===== src/rtl/mic_pdm_packer.sv =====
// Microphone capture front end: divides clk into sclk, packs 1-bit samples into words, queues them in a FIFO.
// Optional macro MIC_PACKER_MSB_FIRST_EN: first sample of a word lands in the MSB instead of bit 0.
module mic_pdm_packer #(
   parameter int CLK_DIV    = 32,
   parameter int WORD_W     = 16,
   parameter int FIFO_DEPTH = 4
) (
   input  logic                        clk,
   input  logic                        S_AXI_ARESETN,
   input  logic                        en,
   input  logic                        sdata,
   output logic                        sclk,
   output logic                        ncs,
   output logic [WORD_W-1:0]           word_data,
   output logic                        word_valid,
   input  logic                        word_ready,
   output logic [$clog2(FIFO_DEPTH):0] fifo_level,
   output logic                        overflow
);
   localparam int DIV_W  = $clog2(CLK_DIV);
   localparam int IDX_W  = (WORD_W > 1) ? $clog2(WORD_W) : 1;
   localparam int ADDR_W = $clog2(FIFO_DEPTH);
   localparam int PTR_W  = ADDR_W + 1;

   typedef enum logic {ST_IDLE = 1'b0, ST_CAPTURE = 1'b1} state_t;

   logic [DIV_W-1:0]  r_div_cnt;
   logic [DIV_W-1:0]  w_div_next;
   logic              r_sclk;
   logic              r_ncs;
   logic              r_en_d;
   logic              w_strobe;
   logic              w_en_rise;
   state_t            r_state;
   state_t            w_state_next;
   logic              w_start;
   logic              w_sample;
   logic              w_clear_idx;
   logic [IDX_W-1:0]  r_bit_idx;
   logic [IDX_W-1:0]  w_pos;
   logic [WORD_W-1:0] r_shift;
   logic [WORD_W-1:0] w_shift_next;
   logic              w_push;
   logic [WORD_W-1:0] r_mem [FIFO_DEPTH];
   logic [PTR_W-1:0]  r_wr_ptr;
   logic [PTR_W-1:0]  r_rd_ptr;
   logic [PTR_W-1:0]  w_level;
   logic              w_full;
   logic              w_empty;
   logic              w_pop;
   logic              w_wr_en;
   logic              r_overflow;

   assign w_div_next = (r_div_cnt == DIV_W'(CLK_DIV - 1)) ? '0 : r_div_cnt + DIV_W'(1);
   assign w_strobe   = (r_div_cnt == DIV_W'(CLK_DIV - 1));
   assign w_en_rise  = en & ~r_en_d;

   // sclk is registered from the next count so it is high exactly while div_cnt is in the upper half
   always_ff @(posedge clk or negedge S_AXI_ARESETN) begin
      if (!S_AXI_ARESETN) begin
         r_div_cnt <= '0;
         r_sclk    <= 1'b0;
         r_ncs     <= 1'b1;
         r_en_d    <= 1'b0;
      end else begin
         r_div_cnt <= w_div_next;
         r_sclk    <= (w_div_next >= DIV_W'(CLK_DIV / 2));
         r_ncs     <= ~en;
         r_en_d    <= en;
      end
   end

   always_ff @(posedge clk or negedge S_AXI_ARESETN) begin
      if (!S_AXI_ARESETN) begin
         r_state <= ST_IDLE;
      end else begin
         r_state <= w_state_next;
      end
   end

   always_comb begin
      w_state_next = r_state;
      w_start      = 1'b0;
      w_sample     = 1'b0;
      w_clear_idx  = 1'b0;
      case (r_state)
         ST_IDLE: begin
            if (w_en_rise) begin
               w_state_next = ST_CAPTURE;
               w_start      = 1'b1;
            end
         end
         ST_CAPTURE: begin
            if (!en) begin
               w_state_next = ST_IDLE;
               w_clear_idx  = 1'b1;
            end else if (w_strobe) begin
               w_sample = 1'b1;
            end
         end
      endcase
   end

`ifdef MIC_PACKER_MSB_FIRST_EN
   assign w_pos = IDX_W'(WORD_W - 1) - r_bit_idx;
`else
   assign w_pos = r_bit_idx;
`endif

   always_comb begin
      w_shift_next        = r_shift;
      w_shift_next[w_pos] = sdata;
   end

   assign w_push = w_sample && (r_bit_idx == IDX_W'(WORD_W - 1));

   always_ff @(posedge clk or negedge S_AXI_ARESETN) begin
      if (!S_AXI_ARESETN) begin
         r_bit_idx <= '0;
         r_shift   <= '0;
      end else if (w_start) begin
         r_bit_idx <= '0;
         r_shift   <= '0;
      end else if (w_clear_idx) begin
         r_bit_idx <= '0;
      end else if (w_sample) begin
         r_shift   <= w_shift_next;
         r_bit_idx <= w_push ? '0 : r_bit_idx + IDX_W'(1);
      end
   end

   // Pointers carry one extra bit so full and empty are distinguishable
   assign w_level = r_wr_ptr - r_rd_ptr;
   assign w_empty = (w_level == '0);
   assign w_full  = (w_level == PTR_W'(FIFO_DEPTH));
   assign w_pop   = !w_empty && word_ready;
   assign w_wr_en = w_push && (!w_full || w_pop);

   always_ff @(posedge clk or negedge S_AXI_ARESETN) begin
      if (!S_AXI_ARESETN) begin
         for (int i = 0; i < FIFO_DEPTH; i++) begin
            r_mem[i] <= '0;
         end
      end else if (w_wr_en) begin
         r_mem[r_wr_ptr[ADDR_W-1:0]] <= w_shift_next;
      end
   end

   always_ff @(posedge clk or negedge S_AXI_ARESETN) begin
      if (!S_AXI_ARESETN) begin
         r_wr_ptr   <= '0;
         r_rd_ptr   <= '0;
         r_overflow <= 1'b0;
      end else begin
         if (w_wr_en) begin
            r_wr_ptr <= r_wr_ptr + PTR_W'(1);
         end
         if (w_pop) begin
            r_rd_ptr <= r_rd_ptr + PTR_W'(1);
         end
         if (w_start) begin
            r_overflow <= 1'b0;
         end else if (w_push && w_full && !w_pop) begin
            r_overflow <= 1'b1;
         end
      end
   end

   assign sclk       = r_sclk;
   assign ncs        = r_ncs;
   assign word_data  = r_mem[r_rd_ptr[ADDR_W-1:0]];
   assign word_valid = !w_empty;
   assign fifo_level = w_level;
   assign overflow   = r_overflow;

endmodule

===== config.mk =====
export PLATFORM = sky130hd
export DESIGN_NAME = mic_pdm_packer
export DESIGN_NICKNAME = d
export VERILOG_FILES = /design/src/rtl/mic_pdm_packer.sv
export SDC_FILE = /design/constraint.sdc
export NUM_CORES = 1
export LEC_CHECK = 0
export CAP_MARGIN = 25
export CELL_PAD_IN_SITES_DETAIL_PLACEMENT = 0
export CELL_PAD_IN_SITES_GLOBAL_PLACEMENT = 1
export CORE_UTILIZATION = 35
export CTS_CLUSTER_SIZE = 40
export DETAILED_ROUTE_END_ITERATION = 16
export GPL_ROUTABILITY_DRIVEN = 0
export HOLD_SLACK_MARGIN = 0.05
export PLACE_DENSITY = 0.62
export SLEW_MARGIN = 20
export SYNTH_ARGS = -nofsm -noshare
export SYNTH_HDL_FRONTEND = slang
export SYNTH_SLANG_ARGS = --single-unit

===== constraint.sdc =====
create_clock -name clk -period 3.5 [get_ports clk]
set_input_delay 0.7 -clock clk [delete_from_list [all_inputs] [get_ports clk]]
set_output_delay 0.7 -clock clk [all_outputs]
set_load 0.02 [all_outputs]

==> flow_summary_export.csv <==
group,metric,value,unit
logic_synthesis,synth-simple-area-share,0.0502,
global_routing,pin_count_of_the_biggest_net_entering_global_routing,52,
logic_synthesis,syn_avg_cell_area,14.9,sq um
setup_path,cp_data_arrival_time,2.65,ns
cells_and_area,area_growth_syn_to_layout,15.5,%
die,ios,28,
sta,fin_crit,3.35,ns
sta,grt_setup_unrepaired,"false",
cts,cts_num_sinks,99,
run,max-cap-violations,0,
place,placed_cell_area,0.00518,sq mm
routing,dr.first_iter.drc_count,86,
sta,min_period_over_period,0.958,
global_routing,grt_first_pass_wirelength,15700,microns
place,numPortBuffers,27,
sta,worst-slew-pin-transition,0.708,ns
cts,cts-buffers-inserted,9,
logic_synthesis,synth_enable_flop_cells,0,
sta,timing.final.hold_violations,0,
cts,ctsResizeCount,0,
routing,total_number_of_vias,2687,
cells_and_area,post_layout_nonfiller_instances,527,
setup_path,timing.critical_path.fanout_max,4,
global_routing,grt_antenna_before_repair,0,
power,p_leak,2.53,nW
setup_path,end_kind,"output pin",
die,design.die.area,0.0140,sq mm
cts,ctsHoldBuffers,0,
logic_synthesis,main_combinational_cell_family_by_area_after_synthesis,"multiplexers",
global_routing,grt_pass1_vias,2926,
cells_and_area,drive_above_1_share,0.376,
global_routing,grt.overflow.total,0,
routing,detail_route.first_pass.iterations,4,
sta,max_clock_freq,298,MHz
setup_path,timing.setup.critical_path_class,"reg -> out",
cts,cts_setup_buffers,0,
global_routing,overall_routing_resource_usage,0.149,
logic_synthesis,asyncSetResetFlopFracSynth,1.00,
power,peakVddDrop,0.249,mV
sta,hold_slack,0.384,ns
logic_synthesis,synth_mux_area_frac,0.271,
setup_path,critical_path.reg2reg.endpoint,"r_mem[63]",
die,fp.dieH,118,microns
worst_hold_path,worstHoldPathType,"in -> async",
routing,drc,0,
die,start_util,0.359,
cts,cts_buffer_depth,2,
logic_synthesis,synth.yosys.seq_area_share,0.524,
die,floorplan.die.width,118,microns
sta,setup_tns,0,ns
logic_synthesis,ys.warnings.count,0,
cells_and_area,seqCellArea,0.00248,sq mm
setup_path,timing.rr.start,"r_wr_ptr[0]",
logic_synthesis,share_of_the_synthesized_area_in_compound_gates_ao_oa_aoi_oai,0.0695,
logic_synthesis,synthAdderAreaFrac,0.0360,
sta,max-slew-margin-rel,0.528,
routing,final_antenna_net_count,0,
logic_synthesis,synth_xor_xnor_area_share,0.0161,
cells_and_area,antenna-diode-count,0,
cts,tritoncts_clock_tree,"built",
cells_and_area,fin_area,0.00547,sq mm
logic_synthesis,netlist_instances,317,
setup_path,worstRegToRegCells,8,
sta,clock-skew-final,0.00596,ns
logic_synthesis,synth-main-ff-cell,"sky130_fd_sc_hd__dfrtp_1",
cells_and_area,final_common_cell,"sky130_fd_sc_hd__dfrtp_1",
sta,final-max-slew-violation-count,0,
cts,clk_pin_slew,0.06,ns
power,power_density,487,mW/mm^2
cts,worst_skew_pair.late_latency,0.34,ns
routing,routed_wl,9280,microns
cts,clock_tree_root_buffer_cell,"sky130_fd_sc_hd__clkbuf_16",
run_status,outcome,"completed",
setup_path,cp_data_required_time,2.80,ns
logic_synthesis,syn-cell-area,0.00473,sq mm
routing,vias_per_cell,5.10,
logic_synthesis,synth_cell_types,41,
place,placedCellCount,512,
cells_and_area,filler_cell_count,1229,
cells_and_area,multi_input_comb_area,0.00210,sq mm
cells_and_area,most-common-layout-cells,"sky130_fd_sc_hd__dfrtp_1, sky130_fd_sc_hd__mux2_2, sky130_fd_sc_hd__clkdlybuf4s50_1, sky130_fd_sc_hd__a22o_1, sky130_fd_sc_hd__mux4_2",
cts,cts_htree_levels,3,
setup_path,setup.reg_to_reg.worst_slack,0.78,ns
routing,routed_wire_length_per_instance,17.6,microns
logic_synthesis,syn-num-nets,335,
logic_synthesis,synth-seq-cells,99,
die,design.core.area,0.0132,sq mm
place,dp_hpwl,5800,microns
cells_and_area,layout.nets,365,
sta,setup_viol_count_final,0,
die,fp-row-count,42,
setup_path,timing.critical_path.from_type,"register",
## worst max-delay path, stage by stage (launching register included)
cell and delay [ns]:
sky130_fd_sc_hd__dfrtp_1 0.38, sky130_fd_sc_hd__inv_1 0.10, sky130_fd_sc_hd__ha_1 0.22, sky130_fd_sc_hd__fa_1 0.36, sky130_fd_sc_hd__xor3_1 0.41, sky130_fd_sc_hd__or2_2 0.31
sky130_fd_sc_hd__clkdlybuf4s50_1 0.53
## report_power, final
part	internal [mW]	switching, mW	total, mW
clock	0.545	0.413	0.958
combinational	0.222	0.304	0.526
sequential	1.17	0.0160	1.18
## cells by family (layout without fill, tap and decap cells)
logic type	count (synthesis)	in the layout
AOI/OAI and AO/OA	35	35
xor gates and xnor gates	7	7
adders and majority gates	13	13
buffers and inverters	27	61
DFF	99	99
muxes	98	98
and+or+nand+nor	38	38
## flip-flops by register name, indices dropped and copies added, names as in the netlist
| signal | flops |
|---|---|
| overflow | 1 |
| r_shift | 16 |
| r_div_cnt | 5 |
| r_state | 1 |
| r_wr_ptr | 3 |
| r_rd_ptr | 3 |
| r_bit_idx | 4 |
| r_en_d | 1 |
| ncs | 1 |
| r_mem | 64 |
## stage by stage
step	setup WS (ns)	power, mW	utilization
floorplan	0.908	1.58	-
global placement	0.541	1.75	0.393
detailed placement	0.485	1.75	0.393
CTS	0.106	2.72	0.415
global route	0.0249	2.80	0.415
finish	0.147	2.66	0.415
## synth_stat cells, types with 2 or more instances
cell type                  count  area share
sky130_fd_sc_hd__nor3b_1       4      0.0063
sky130_fd_sc_hd__a21o_1        2      0.0032
sky130_fd_sc_hd__xor2_1        2      0.0037
sky130_fd_sc_hd__a22o_1       17       0.031
sky130_fd_sc_hd__o21ai_0       2      0.0021
sky130_fd_sc_hd__dfrtp_1      98        0.52
sky130_fd_sc_hd__buf_6         5       0.012
sky130_fd_sc_hd__nand3_1      10       0.011
sky130_fd_sc_hd__clkbuf_1      8      0.0063
sky130_fd_sc_hd__a211oi_4      4       0.017
sky130_fd_sc_hd__and3_1        2      0.0026
sky130_fd_sc_hd__a21oi_1       3      0.0032
sky130_fd_sc_hd__mux4_2       16       0.076
sky130_fd_sc_hd__ha_1         12       0.032
sky130_fd_sc_hd__inv_1         9      0.0071
sky130_fd_sc_hd__nand3b_1      9       0.014
sky130_fd_sc_hd__o211ai_1      2      0.0032
sky130_fd_sc_hd__nor2_1        4      0.0032
sky130_fd_sc_hd__xnor2_1       4      0.0074
sky130_fd_sc_hd__mux2_2       82        0.20
sky130_fd_sc_hd__buf_2         2      0.0021
## area by class of cell
class | count | share of cell area
Multi-Input combinational cell | 191 | 0.384
Tap cell | 176 | 0.0403
Clock buffer | 9 | 0.0412
Sequential cell | 99 | 0.453
Timing Repair Buffer | 37 | 0.0650
Inverter | 9 | 0.00618
Clock inverter | 6 | 0.0105
## worst max path at each step
stage                            from    endpoint  slack [ns]  depth (start not counted)
after floorplan           r_wr_ptr[0]  word_valid        0.91                          6
after global placement    r_wr_ptr[0]  word_valid        0.54                          6
after detailed placement  r_wr_ptr[0]  word_valid        0.49                          6
after CTS                 r_wr_ptr[0]  word_valid        0.11                          6
after global routing      r_wr_ptr[0]  word_valid        0.02                          6
final                     r_wr_ptr[0]  word_valid        0.15                          6
## per-layer routing
metal	wire (microns)	track usage	vias to the layer above
li1	-	-	1238
met1	4580	0.200	1412
met2	4360	0.232	26
met3	124	0.0217	11
met4	209	0.0801	0
met5	0	0	-
Note: power is estimated with default switching activity, not from simulation.
